--- src/rtl/capture_pkg.sv ---
// Shared types and width helpers for the AXI4-Stream frame capture block.
package capture_pkg;

  typedef enum logic [1:0] {
    IDLE     = 2'd0,
    WAIT_SOF = 2'd1,
    CAPTURE  = 2'd2,
    DONE     = 2'd3
  } cap_state_t;

  // Address width for a buffer of the given depth.
  function automatic int addr_w(input int depth);
    return (depth > 1) ? $clog2(depth) : 1;
  endfunction

  // Counter width able to hold the value depth itself.
  function automatic int cnt_w(input int depth);
    return $clog2(depth + 1);
  endfunction

endpackage

--- src/rtl/axis_frame_capture_sdp_ram.sv ---
// Simple dual-port RAM: one write port, one registered read-first read port.
module sdp_ram
  import capture_pkg::*;
#(
  parameter int WIDTH = 32,
  parameter int DEPTH = 32,
  localparam int AW = addr_w(DEPTH)
) (
  input  logic             clk,
  input  logic             aresetn,
  input  logic             we,
  input  logic [AW-1:0]    waddr,
  input  logic [WIDTH-1:0] wdata,
  input  logic [AW-1:0]    raddr,
  output logic [WIDTH-1:0] rdata
);

  logic [WIDTH-1:0] mem [DEPTH];

  // Storage is never reset; contents persist across captures and resets.
  always_ff @(posedge clk) begin
    if (we) mem[waddr] <= wdata;
  end

  // Registered read; a same-address write in this cycle returns the old word.
  always_ff @(posedge clk) begin
    if (!aresetn) rdata <= '0;
    else          rdata <= mem[raddr];
  end

endmodule

--- src/rtl/axis_frame_capture.sv ---
// AXI4-Stream snapshot buffer: arms on command, optionally aligns to a tlast
// boundary, captures DEPTH beats, checks framing, and offers readback.
//
//  state    | meaning
//  ---------+----------------------------------------------------------
//  IDLE     | after reset; waits for arm (or the automatic arm)
//  WAIT_SOF | discards beats until a tlast beat, then starts capture
//  CAPTURE  | each beat writes ram[count]; framing checked per beat
//  DONE     | buffer full; waits for arm to recapture
module axis_frame_capture
  import capture_pkg::*;
#(
  parameter int WIDTH        = 32,
  parameter int DEPTH        = 32,
  parameter int FRAME_LEN    = 32,
  parameter bit ALIGN_TLAST  = 1'b1,
  parameter bit BACKPRESSURE = 1'b1,
  parameter bit AUTO_ARM     = 1'b0,
  localparam int AW = addr_w(DEPTH),
  localparam int CW = cnt_w(DEPTH)
) (
  input  logic             clk,
  input  logic             aresetn,
  input  logic [WIDTH-1:0] s_axis_tdata,
  input  logic             s_axis_tvalid,
  output logic             s_axis_tready,
  input  logic             s_axis_tlast,
  input  logic             arm,
  output logic             busy,
  output logic             full,
  output logic [CW-1:0]    count,
  output logic [CW-1:0]    frame_cnt,
  output logic             frame_err,
  output logic             overflow,
  input  logic [AW-1:0]    rd_addr,
  output logic [WIDTH-1:0] rd_data
);

  cap_state_t    state_q, state_d;
  logic [CW-1:0] count_q, count_d;
  logic [CW-1:0] pos_q, pos_d;
  logic [CW-1:0] fcnt_q, fcnt_d;
  logic          ferr_q, ferr_d;
  logic          ovf_q, ovf_d;
  logic          auto_pend_q;
  logic          arm_eff;
  logic          beat;
  logic          we;

  // Next-state, counter and flag logic; pos tracks count mod FRAME_LEN.
  always_comb begin
    state_d = state_q;
    count_d = count_q;
    pos_d   = pos_q;
    fcnt_d  = fcnt_q;
    ferr_d  = ferr_q;
    ovf_d   = ovf_q;
    we      = 1'b0;
    arm_eff = arm | auto_pend_q;
    if (BACKPRESSURE) s_axis_tready = (state_q == WAIT_SOF) || (state_q == CAPTURE);
    else              s_axis_tready = 1'b1;
    beat = s_axis_tvalid & s_axis_tready;
    case (state_q)
      IDLE, DONE: begin
        if (arm_eff) begin
          count_d = '0;
          pos_d   = '0;
          fcnt_d  = '0;
          ferr_d  = 1'b0;
          ovf_d   = 1'b0;
          state_d = ALIGN_TLAST ? WAIT_SOF : CAPTURE;
        end else if (state_q == DONE && !BACKPRESSURE && s_axis_tvalid) begin
          ovf_d = 1'b1;
        end
      end
      WAIT_SOF: begin
        if (beat && s_axis_tlast) state_d = CAPTURE;
      end
      CAPTURE: begin
        if (beat) begin
          we      = 1'b1;
          count_d = count_q + CW'(1);
          if (pos_q == CW'(FRAME_LEN - 1)) begin
            pos_d = '0;
            if (s_axis_tlast) fcnt_d = fcnt_q + CW'(1);
            else              ferr_d = 1'b1;
          end else begin
            pos_d = pos_q + CW'(1);
            if (s_axis_tlast) ferr_d = 1'b1;
          end
          if (count_q == CW'(DEPTH - 1)) state_d = DONE;
        end
      end
      default: state_d = IDLE;
    endcase
  end

  // State and counter registers; auto-arm fires once after reset release.
  always_ff @(posedge clk) begin
    if (!aresetn) begin
      state_q     <= IDLE;
      count_q     <= '0;
      pos_q       <= '0;
      fcnt_q      <= '0;
      ferr_q      <= 1'b0;
      ovf_q       <= 1'b0;
      auto_pend_q <= AUTO_ARM;
    end else begin
      state_q     <= state_d;
      count_q     <= count_d;
      pos_q       <= pos_d;
      fcnt_q      <= fcnt_d;
      ferr_q      <= ferr_d;
      ovf_q       <= ovf_d;
      auto_pend_q <= 1'b0;
    end
  end

  assign busy      = (state_q == WAIT_SOF) || (state_q == CAPTURE);
  assign full      = (state_q == DONE);
  assign count     = count_q;
  assign frame_cnt = fcnt_q;
  assign frame_err = ferr_q;
  assign overflow  = ovf_q;

  sdp_ram #(.WIDTH(WIDTH), .DEPTH(DEPTH)) u_ram (
    .clk    (clk),
    .aresetn(aresetn),
    .we     (we),
    .waddr  (count_q[AW-1:0]),
    .wdata  (s_axis_tdata),
    .raddr  (rd_addr),
    .rdata  (rd_data)
  );

endmodule

--- config.mk ---
export PLATFORM = sky130hd
export DESIGN_NAME = axis_frame_capture
export DESIGN_NICKNAME = d
export VERILOG_FILES = /design/src/rtl/capture_pkg.sv /design/src/rtl/axis_frame_capture_sdp_ram.sv /design/src/rtl/axis_frame_capture.sv
export SDC_FILE = /design/constraint.sdc
export NUM_CORES = 1
export LEC_CHECK = 0
export ABC_AREA = 1
export CORE_UTILIZATION = 50
export DETAILED_ROUTE_END_ITERATION = 8
export PLACE_DENSITY_LB_ADDON = 0.3
export SYNTH_ARGS = -nofsm -noshare
export SYNTH_HDL_FRONTEND = slang
export SYNTH_SLANG_ARGS = --single-unit
--- constraint.sdc ---
create_clock -name clk -period 8.2 [get_ports clk]
set_input_delay 2.05 -clock clk [delete_from_list [all_inputs] [get_ports clk]]
set_output_delay 2.05 -clock clk [all_outputs]
set_load 0.02 [all_outputs]
==> results by stage <==
Worst setup path:
- The worst setup path is captured at a flop.
- Along the worst path, the maximum fanout reaches between 100 and 150.
- STA classifies the critical path startpoint as an input port.
- At the worst endpoint, the arrival time is between 4 and 5 ns.
- For the worst setup path, the data required time is approximately 8.7 ns.
- The slack of the worst reg-to-reg path is approximately 5 ns.
- The source of the critical timing path is rd_addr[1].
- The reg-to-reg startpoint is state_q[0]$_SDFFE_PN0P_.
- The reg-to-reg critical path endpoint is u_ram.mem[26][5]$_DFFE_PP_.
- The critical path start-end classification is in2reg.
- The depth of the worst register-to-register path is 7.

Timing:
- The headroom to the max-slew limit is 18.7%.
- After routing, the total negative slack on setup checks comes to 0 ns.
- The number of max-slew violations in the final report is 0.
- Setup repair after global routing left no endpoint under its margin.
- Setup violations remaining at the end of the flow were counted as 0.
- Across the routed clock network, the largest skew measured is 0.0177 ns.
- The number of endpoints with negative hold slack in the final report is 0.
- The worst-case setup margin in the final layout is 3.78 ns.
- Timing would allow up to about 0.23 GHz.
- The routed design could run at a clock period as short as around 4.4 ns.
- The final clock period utilization by the worst path is between 50% and 60%.
- For the pin with the worst max-slew slack, the measured transition is 1.22 ns.

Cells and area:
- In the layout the commonest cells are nand2_1 (1,289), edfxtp_1 (1,024), nand3_1 (719), nor2_1 (206), clkbuf_16 (108).
- The library cell used most frequently in the layout, excluding fill and tap cells, is nand2_1.
- After the last flow step, the layout net total stands at 3,784.
- Counting the fill cells in the layout gives slightly below 7,000.
- The area growth from synthesis to layout is 12.3%.
- The area used by sequential logic in the layout is 31,800 sq um.
- The fraction of final layout cells sized beyond drive strength 1 is between 6 and 7%.
- The area of the multi-input gates is roughly 10,000 sq um.

Floorplanning:
- The height of the die is 296 um.
- For this configuration, the core starts out at a cell density of ~50%.
- The die width is between 200 and 300 um.
- The core region is about 85,000 sq um.
- The die covers a little under 90,000 sq um.
- Pin placement for this block handled 91 I/O pins.
- After floorplanning, the core was divided into between 100 and 150 placement rows.

Route:
- Dividing the detail-routed wire length by the instance count gives roughly 23 um.
- The number of vias after detailed routing is between 20,000 and 30,000.
- The detail route stage leaves a number of antenna-violating nets equal to 0.
- The initial detailed-routing violation count is approximately 3,300.
- The number of optimization iterations in the first detailed-route pass is 6.
- In the routed design, unresolved DRC markers number 0.
- Dividing the detail-routed via count by the number of cells gives approximately 5.7.
- The wire length after detailed routing is approximately 110,000 um.

Power and ir drop:
- The internal portion of total power is 9.13 mW.
- The highest ir drop seen on vdd is between 0.15 and 0.2 mV.
- The part of the power in registers is 51.7%.
- The leakage component of the power is 17.3 nW.
- The share of total power dissipated in combinational logic is between 6 and 7%.
- The completed layout was analyzed and its total power is 11.8 mW.
- The power spent charging and discharging nets is roughly 2.6 mW.
- The clock group share of total power is 41.4%.
- For this design the ratio of total power to cell area is about 240 nW/um^2.
- The switching power share of the total is 22.4%.

Clock tree:
- The H-tree generated during clock tree synthesis spans 3 levels.
- Clock-pin slew was measured on the worst setup and hold paths at 0.06 ns.
- The number of buffers inserted for hold repair after clock tree synthesis is 0.
- Gates resized during post-CTS repair numbered 0.
- The clock latency of the later-clocked register in the worst-skew pair is roughly 0.67 ns.
- The TritonCTS clock tree is yes.
- The maximum root-to-sink buffer count is 3.
- TritonCTS created ~110 clock buffers.
- In this run the post-CTS setup repair buffer count came out at 0.
- The tree is rooted in a clkbuf_16.
- The CTS sink count is between 1,000 and 1,500.

Synthesis:
- Measured against the total synthesized area, the mux share comes to 0%.
- The synthesis warning total is 0.
- In this run, synthesis produced a sequential element count of 1,077.
- The mean area per synthesized cell is ~12 sq um.
- The share of the synthesized area in compound gates (AO/OA/AOI/OAI) is around 1.3%.
- The number of nets handed over by synthesis was between 3,000 and 4,000.
- After synthesis, the largest family of logic cells by area is simple AND/OR/NAND/NOR gates.
- The cell area after technology mapping is 43,300 sq um.
- The basic-gate share of the synthesized area counting and, or, nand and nor cells is between 20% and 30%.
- The xor/xnor cell area share of the yosys netlist is less than 1%.
- The adder and majority gate portion of the synthesized area is less than 1%.
- In this run, distinct cell masters in the synthesized netlist total 28.
- The sequential area share after synthesis is 73.5%.
- Synthesis produced a netlist whose cell count is 3,711.

Outcome:
- The flow ran to the end, and the final reports show no timing, DRC or antenna violations.

Min path:
- Counting instances, the worst hold path has a depth of 2.
- The end of the worst hold path is frame_err$_SDFFE_PN0P_.
- The source of the worst hold timing path is frame_err$_SDFFE_PN0P_.
- The class of the worst hold path is reg2reg.

Placement:
- The post-placement setup slack is between 3 and 4 ns.
- The congestion estimate from routability-driven global placement came to between 0.7 and 0.8.
- The count of buffers added on input and output ports is between 80 and 90.
- The estimated wirelength of the detail-placed design is approximately 53,000 um.

GRT:
- The total overflow left after global routing is 0.
- The largest net degree at the start of global routing is 226.
- The first global-routing pass estimated around 170,000 um of wire.
- The global-route usage over all layers is 26.0%.
- The number of global-route vias before repair is about 27,000.
- The number of antenna violations at the first check in global routing was 4.

Flow run:
- The max capacitance violation total is 0.
==> how the worst max path moves through the flow <==
| stage | end | slack (ns) | cells past startpoint |
|---|---|---|---|
| finish | u_ram.rdata[6]$_SDFF_PN0_ | 3.78 | 10 |
| global route | u_ram.rdata[5]$_SDFF_PN0_ | 3.66 | 9 |
| floorplan | u_ram.mem[31][0]$_DFFE_PP_ | 4.06 | 4 |
| CTS | busy | 3.90 | 4 |
| global placement | u_ram.rdata[16]$_SDFF_PN0_ | 3.27 | 10 |
| detailed placement | u_ram.rdata[1]$_SDFF_PN0_ | 3.27 | 10 |
==> area by class of cell <==
type | instances | area share, %
inverter | 28 | 0.278
sequential | 1077 | 65.5
clock inverter | 66 | 1.31
multi-input combinational | 2378 | 21.3
timing repair buffer | 140 | 2.70
tap | 1144 | 2.95
antenna | 3 | 0.0155
clock buffer | 132 | 5.94
==> stage by stage <==
stage / cells / util (%) / hold slack (ns) / cell area (sq um)
floorplan: 3711 / - / 0.461 / 43300
global placement: 4767 / 52.7 / 0.461 / 45000
detailed placement: 4767 / 52.7 / 0.464 / 45000
CTS: 4965 / 56.8 / 0.474 / 48500
global route: 4966 / 56.8 / 0.496 / 48500
finish: 4968 / 56.8 / 0.474 / 48600
==> synthesized netlist by cell type, drive strengths merged <==
library cell | count | area [sq um]
nor3 | 1 | 5.00
dfxtp | 53 | 1060
inv | 28 | 108
conb | 1 | 3.75
ha | 10 | 125
a221oi | 1 | 8.76
o21a | 1 | 7.51
o21ai | 86 | 430
a211oi | 1 | 7.51
edfxtp | 1024 | 30700
nand3 | 719 | 3600
xor2 | 3 | 26.3
xnor2 | 2 | 17.5
nor2 | 238 | 893
or2 | 1 | 6.26
clkbuf | 57 | 214
and3 | 1 | 6.26
nand2 | 1289 | 4840
o211ai | 1 | 7.51
buf | 171 | 1020
a21oi | 22 | 110
nand4 | 1 | 6.26
==> power by group through the flow <==
stage,Clock [mW],Sequential [mW],Combinational (mW)
floorplan,0,6.22,0.488
finish,4.87,6.09,0.809
CTS,4.92,6.09,0.806
global route,5.12,6.09,0.889
global placement,0,6.21,0.794
detailed placement,0,6.21,0.802
==> critical path: stages <==
cell and delay (ns):
buf_8 0.70, inv_8 0.46, buf_4 0.52, nand3_1 0.14, nand3_1 0.08, nand2_1 0.10, nand2_1 0.05, nand3_1 0.11
nand2_1 0.09, nor2_1 0.34
==> kinds of logic after synthesis <==
logic type,count (synthesis)
AND/OR/NAND/NOR,2250
flip-flops,1077
buffers and inverters,256
AO/OA/AOI/OAI,112
adder cells (fa/ha/maj),10
XOR/XNOR,5
other,1
==> state kept, by name, indices dropped and copies added, names as in the netlist <==
| register | cells |
|---|---|
| state_q | 2 |
| u_ram.mem | 1024 |
| u_ram.rdata | 32 |
| pos_q | 6 |
| frame_err | 1 |
| count | 6 |
| frame_cnt | 6 |
==> layer usage <==
metal	part of all wire, %	vias up	routed length, um	track usage (%)
li1	-	13000	-	-
met1	41	13800	46700	36.9
met2	46	1372	52500	40.9
met3	9.6	246	10900	4.72
met4	3.1	6	3540	8.47
met5	0.025	-	28	0
No activity file was read; power rests on OpenSTA's default activity.
